**config.mk**
```make
export PLATFORM = sky130hd
export DESIGN_NAME = sync_arith_unit_seq
export DESIGN_NICKNAME = d
export VERILOG_FILES = /design/src/rtl/sync_arith_unit_seq.sv
export SDC_FILE = /design/constraint.sdc
export NUM_CORES = 1
export LEC_CHECK = 0
export BUFFER_PORTS_ARGS = -buffer_cell sky130_fd_sc_hd__buf_2
export CORE_MARGIN = 1.5
export CORE_UTILIZATION = 50
export DETAILED_ROUTE_END_ITERATION = 6
export PLACE_DENSITY_LB_ADDON = 0.3
export SLEW_MARGIN = 10
export SYNTH_ARGS = -nofsm -noshare
export SYNTH_HDL_FRONTEND = slang
export SYNTH_SLANG_ARGS = --single-unit
```
**constraint.sdc**
```tcl
create_clock -name i_clk -period 2.3 [get_ports i_clk]
set_input_delay 0 -clock i_clk [delete_from_list [all_inputs] [get_ports i_clk]]
set_output_delay 0 -clock i_clk [all_outputs]
set_load 0.01 [all_outputs]
```
**src/rtl/sync_arith_unit_seq.sv**
```systemverilog
// Handshaked M-bit arithmetic unit: single-cycle SUB/COMP/SUM/CONV plus an
// M-cycle unsigned shift-add MUL. One transaction in flight; results and flags registered.
module sync_arith_unit_seq #(
  parameter  int M  = 8,
  parameter  int N  = 3,
  localparam int IW = $clog2(M)
) (
  input  logic         i_clk,
  input  logic         i_reset,
  input  logic         i_valid,
  output logic         o_ready,
  input  logic [N-1:0] i_op,
  input  logic [M-1:0] i_arg_A,
  input  logic [M-1:0] i_arg_B,
  output logic         o_valid,
  output logic [M-1:0] o_result,
  output logic [3:0]   o_status
);

  localparam logic [0:0] S_IDLE    = 1'b0;
  localparam logic [0:0] S_MUL_RUN = 1'b1;

  localparam logic [N-1:0] OP_SUB  = 3'b000;
  localparam logic [N-1:0] OP_COMP = 3'b001;
  localparam logic [N-1:0] OP_SUM  = 3'b010;
  localparam logic [N-1:0] OP_CONV = 3'b011;
  localparam logic [N-1:0] OP_MUL  = 3'b100;

  logic [0:0]     state;
  logic [IW-1:0]  mul_cnt;
  logic [M-1:0]   mul_a;
  // Product register: high half accumulates, low half starts as the multiplier.
  logic [2*M-1:0] mul_prod;
  logic [2*M-1:0] mul_prod_next;
  logic [M:0]     mul_sum;

  logic [M-1:0]   alu_res;
  logic           alu_v;
  logic           alu_e;

  logic [M+1:0]   sub_full;
  logic [M-1:0]   sum_s;
  logic [M-1:0]   sum_mask;
  logic [M-2:0]   conv_mag;

  assign o_ready = (state == S_IDLE);

  always_comb begin
    mul_sum       = {1'b0, mul_prod[2*M-1:M]} + {1'b0, (mul_prod[0] ? mul_a : {M{1'b0}})};
    mul_prod_next = {mul_sum, mul_prod[M-1:1]};
  end

  always_comb begin
    // NOTE: every output of this block gets a default first so no path leaves
    // a value unassigned, which would otherwise infer a latch.
    alu_res = '0;
    alu_v   = 1'b0;
    alu_e   = 1'b0;

    // A - 2B in M+2 bits: wide enough to hold the exact value for all operands.
    sub_full = {{2{i_arg_A[M-1]}}, i_arg_A} - {i_arg_B[M-1], i_arg_B, 1'b0};
    sum_s    = i_arg_A + i_arg_B;
    sum_mask = {{(M-1){1'b0}}, 1'b1} << i_arg_B[IW-1:0];
    conv_mag = (~i_arg_A[M-2:0]) + {{(M-2){1'b0}}, 1'b1};

    case (i_op)
      OP_SUB: begin
        alu_res = sub_full[M-1:0];
        alu_v   = !((sub_full[M+1:M-1] == '0) || (sub_full[M+1:M-1] == '1));
      end
      OP_COMP: begin
        alu_res = {{(M-1){1'b0}}, ($signed(i_arg_A) < $signed(i_arg_B))};
      end
      OP_SUM: begin
        alu_res = sum_s & ~sum_mask;
        alu_v   = (i_arg_A[M-1] == i_arg_B[M-1]) && (sum_s[M-1] != i_arg_A[M-1]);
      end
      OP_CONV: begin
        // The most negative value has no magnitude; it maps onto itself with V set.
        alu_res = i_arg_A[M-1] ? {1'b1, conv_mag} : i_arg_A;
        alu_v   = i_arg_A[M-1] && (i_arg_A[M-2:0] == '0);
      end
      default: begin
        alu_e = 1'b1;
      end
    endcase
  end

  always_ff @(posedge i_clk) begin
    // NOTE: sequential state uses non-blocking assignments so every register
    // samples pre-edge values regardless of statement order.
    if (i_reset) begin
      state    <= S_IDLE;
      o_valid  <= 1'b0;
      o_result <= '0;
      o_status <= '0;
      mul_cnt  <= '0;
      mul_a    <= '0;
      mul_prod <= '0;
    end else begin
      o_valid <= 1'b0;
      case (state)
        S_IDLE: begin
          if (i_valid) begin
            if (i_op == OP_MUL) begin
              mul_a    <= i_arg_A;
              mul_prod <= {{M{1'b0}}, i_arg_B};
              mul_cnt  <= '0;
              state    <= S_MUL_RUN;
            end else begin
              o_result <= alu_res;
              o_status <= {alu_e, alu_v, alu_res[M-1], (alu_res == '0)};
              o_valid  <= 1'b1;
            end
          end
        end
        default: begin
          mul_prod <= mul_prod_next;
          mul_cnt  <= mul_cnt + 1'b1;
          if (mul_cnt == IW'(M - 1)) begin
            o_result <= mul_prod_next[M-1:0];
            o_status <= {1'b0, (mul_prod_next[2*M-1:M] != '0),
                         mul_prod_next[M-1], (mul_prod_next[M-1:0] == '0)};
            o_valid  <= 1'b1;
            state    <= S_IDLE;
          end
        end
      endcase
    end
  end

endmodule

```
==> results.cfg <==
[global_route]
overflow = 0
grt_usage_pct = 25.59
grt_antenna_before_repair = 0
grt_max_degree = 32
first_global_vias = 3268
grt_pass1_wl_um = 14880

[power]
p_sw_w = 0.0005407
clock_power_share_pct = 32.7
powerDensity_nw_per_um2 = 460.9
ir_worst_vdd_v = 0.0003314
p_comb_share_pct = 26.1
p_seq_share_pct = 41.2
swShare_pct = 30.56
internal_power_w = 0.001228
leakagePower_nw = 1.714

[logic_synthesis]
ys_ff_latch = 40
yosys_warnings = 0
yosys.area.top_type = dfxtp_1
synthesis.nets = 483
synth_seq_area_share_pct = 24.61
synth_cell_type_count = 61
synth_top_area_share_pct = 24.61
syn_inst = 425
synth_edf_count = 0
synth_common_cells = nor2_1 (47), a21oi_1 (46), dfxtp_1 (40), ha_1 (33), o21ai_0 (33)
post-synth-top-count-cell = nor2_1
synth_async_sr_flop_share_pct = 0
netlist_area_um2 = 3254
synth.avg_cell_area_um2 = 7.657
synthFlopType = dfxtp_1
synth.top_cells.by_area = dfxtp_1 (25%), ha_1 (13%), a21oi_1 (7.1%), nor2_1 (5.4%), o21ai_0 (5.1%)

[worst_setup_path]
cp_data_required_time_ns = 2.48
crit_arrival_ns = 2.65
start_kind = flip-flop
crit_fanout = 4
setup.worst_path.start = mul_prod[0]$_SDFFE_PP0P_
r2r_start = mul_prod[0]$_SDFFE_PP0P_
path_class = reg2reg
cp.buffers_inverters = 0
slowest_delay_ns = 0.54
cp_top_family = compound AO/OA/AOI/OAI gates
path_cells = and2_4, ha_1, a21o_1, a31o_1, a21oi_2, xnor2_2, or4b_4, a211oi_2, o211ai_1
crit_path_top_delay_cell = or4b_4
endpoint_kind = flip-flop

[clock_network]
insertion_delay_ns = 0.30
cts_made_buffers = 5
htreeDepth = 2
clk_path_buf_depth = 2
root_buffer = clkbuf_8
holdBufCountCts = 0
cts_tree = built
clkTransAtPathRegs_ns = 0.08
cts_sinks = 40

[timing]
hold_viol = 0
slew_headroom_pct = 61.13
period_minus_slack_ns = 2.463
worst_slack_ns = -0.1627
final-setup-viol-count = 1
fin_skew_ns = 0.008532
whs_ns = 0.009530
report.final.slew_viol_count = 0
tightest_slew_ns = 0.5791
max_freq_ghz = 0.4061
rsz0062_at_grt = true
fin_crit_sh_pct = 107.1

[place]
pre_cts_ws_ns = -0.2063
dp_hpwl_um = 6798
portBuffers = 35
place.gp.congestion = 0.9422
dp.cells = 542

[worst_hold_path]
min-delay-start = i_arg_A[4]
min_path_type = in2reg

[routing]
route.detailed.drc = 0
post_drt_wl_per_cell_um = 16.14
num_vias = 3377
drtIter0Drc = 176
ant_nets = 0
wirelength_um = 8942
vias_per_cell = 6.096
dr.pass1.iters = 4

[final_layout]
n_antenna_cell = 0
instances_no_fill = 554
drive_gt1_share_pct = 18.66
nNetsFinal = 534
area_delta_synth_final_pct = 17.95

[floorplanning]
initial_core_util_pct = 51.55
core-area_um2 = 6314
die_w_um = 83.68
io-pin-count = 36
die_y_um = 83.68
die-area_um2 = 7002
row_count = 29

[flow_run]
maxCapViolCount = 0

[outcome]
violations = setup timing
status = finished, violations left
worst register-to-register path, stage by stage, from the launching register on:
cell and delay, ns:
dfxtp_2 0.34, and2_4 0.17, ha_1 0.28, a21o_1 0.20, a31o_1 0.24, a21oi_2 0.21
xnor2_2 0.11, or4b_4 0.54, a211oi_2 0.17, o211ai_1 0.10
sequential cells by signal, summed over array words and instances, names as in the netlist:
signal	count
mul_a	8
mul_cnt	3
mul_prod	16
o_valid	1
state	1
o_result	7
o_status	4
cells by family after synthesis:
kind of cell	share of synthesized area, %
AND/OR/NAND/NOR	23.49
XOR/XNOR	4.306
multiplexers	1.538
flip-flops	24.61
AO/OA/AOI/OAI	26.99
buffers and inverters	4.537
adder cells (fa/ha/maj)	14.53
cell usage in the layout (no fill, tap or decap), types with 6 or more instances in the layout:
cell / count
nor2_1: 47
a21oi_1: 43
dfxtp_1: 39
buf_2: 35
o21ai_0: 32
ha_1: 30
nand2_1: 28
buf_4: 28
inv_1: 19
nor2b_1: 14
nand2b_1: 10
and3_1: 10
xnor2_1: 10
nor3_1: 9
and2_1: 7
o211ai_1: 7
o31ai_1: 6
final cells by class:
| cell class | instances | area [µm²] |
|---|---|---|
| clock buffers | 6 | 72.57 |
| multi-input cells | 347 | 2376 |
| fillers | 585 | 2475 |
| well taps | 77 | 96.34 |
| flip-flops and latches | 40 | 802.0 |
| repair buffers | 63 | 385.4 |
| clock inverters | 2 | 35.03 |
| inverters | 19 | 71.32 |
layer usage:
layer  routed length, µm  vias to the layer above  GRT usage (%)  share of wire, %
li1                    -                     1640              -                 -
met1                3709                     1599          31.02                41
met2                4563                      118          46.19                51
met3                 459                       20          4.154               5.1
met4                 210                        0          7.899               2.3
met5                   0                        -              0                 0
path summary, 6_finish.rpt:
check | to | cells after the start | slack [ns]
worst min-delay path | mul_a[4]$_SDFFE_PP0P_ | 3 | 0.01
worst min register to register | o_result[6]$_SDFFE_PP0P_ | 2 | 0.45
worst max-delay path | o_status[2]$_SDFFE_PP0P_ | 9 | -0.16
worst max register to register | o_status[2]$_SDFFE_PP0P_ | 9 | -0.16
what timing repair did:
item / CTS / global route
cloned: 0 / 0
resized for setup: 4 / 8
buffers inserted: 4 / 0
pin swaps: 10 / 5
endpoints found under the hold margin: 0 / 0
setup endpoints to repair: 1 / 2
per-stage QoR:
stage                     total power (W)  setup TNS, ns  util [%]  cell area (µm²)
after floorplan                  0.001043       -0.06818         -             3261
after global placement           0.001187        -0.1217     57.59             3636
after detailed placement         0.001198        -0.2563     57.59             3636
after CTS                        0.001772        -0.1851     60.17             3799
after global routing             0.001857        -0.2213     60.80             3839
final                            0.001769        -0.1627     60.80             3839
power by group through the flow:
| stage | Sequential, W | Combinational [W] | Clock, W |
|---|---|---|---|
| 4_1_cts | 0.000729 | 0.000457 | 0.000587 |
| 3_5_place_dp | 0.000745 | 0.000453 | 0 |
| 2_1_floorplan | 0.000750 | 0.000292 | 0 |
| 3_3_place_gp | 0.000744 | 0.000443 | 0 |
| 5_1_grt | 0.000732 | 0.000510 | 0.000615 |
| 6_report | 0.000729 | 0.000461 | 0.000579 |
Note: power is estimated with default switching activity, not from simulation.
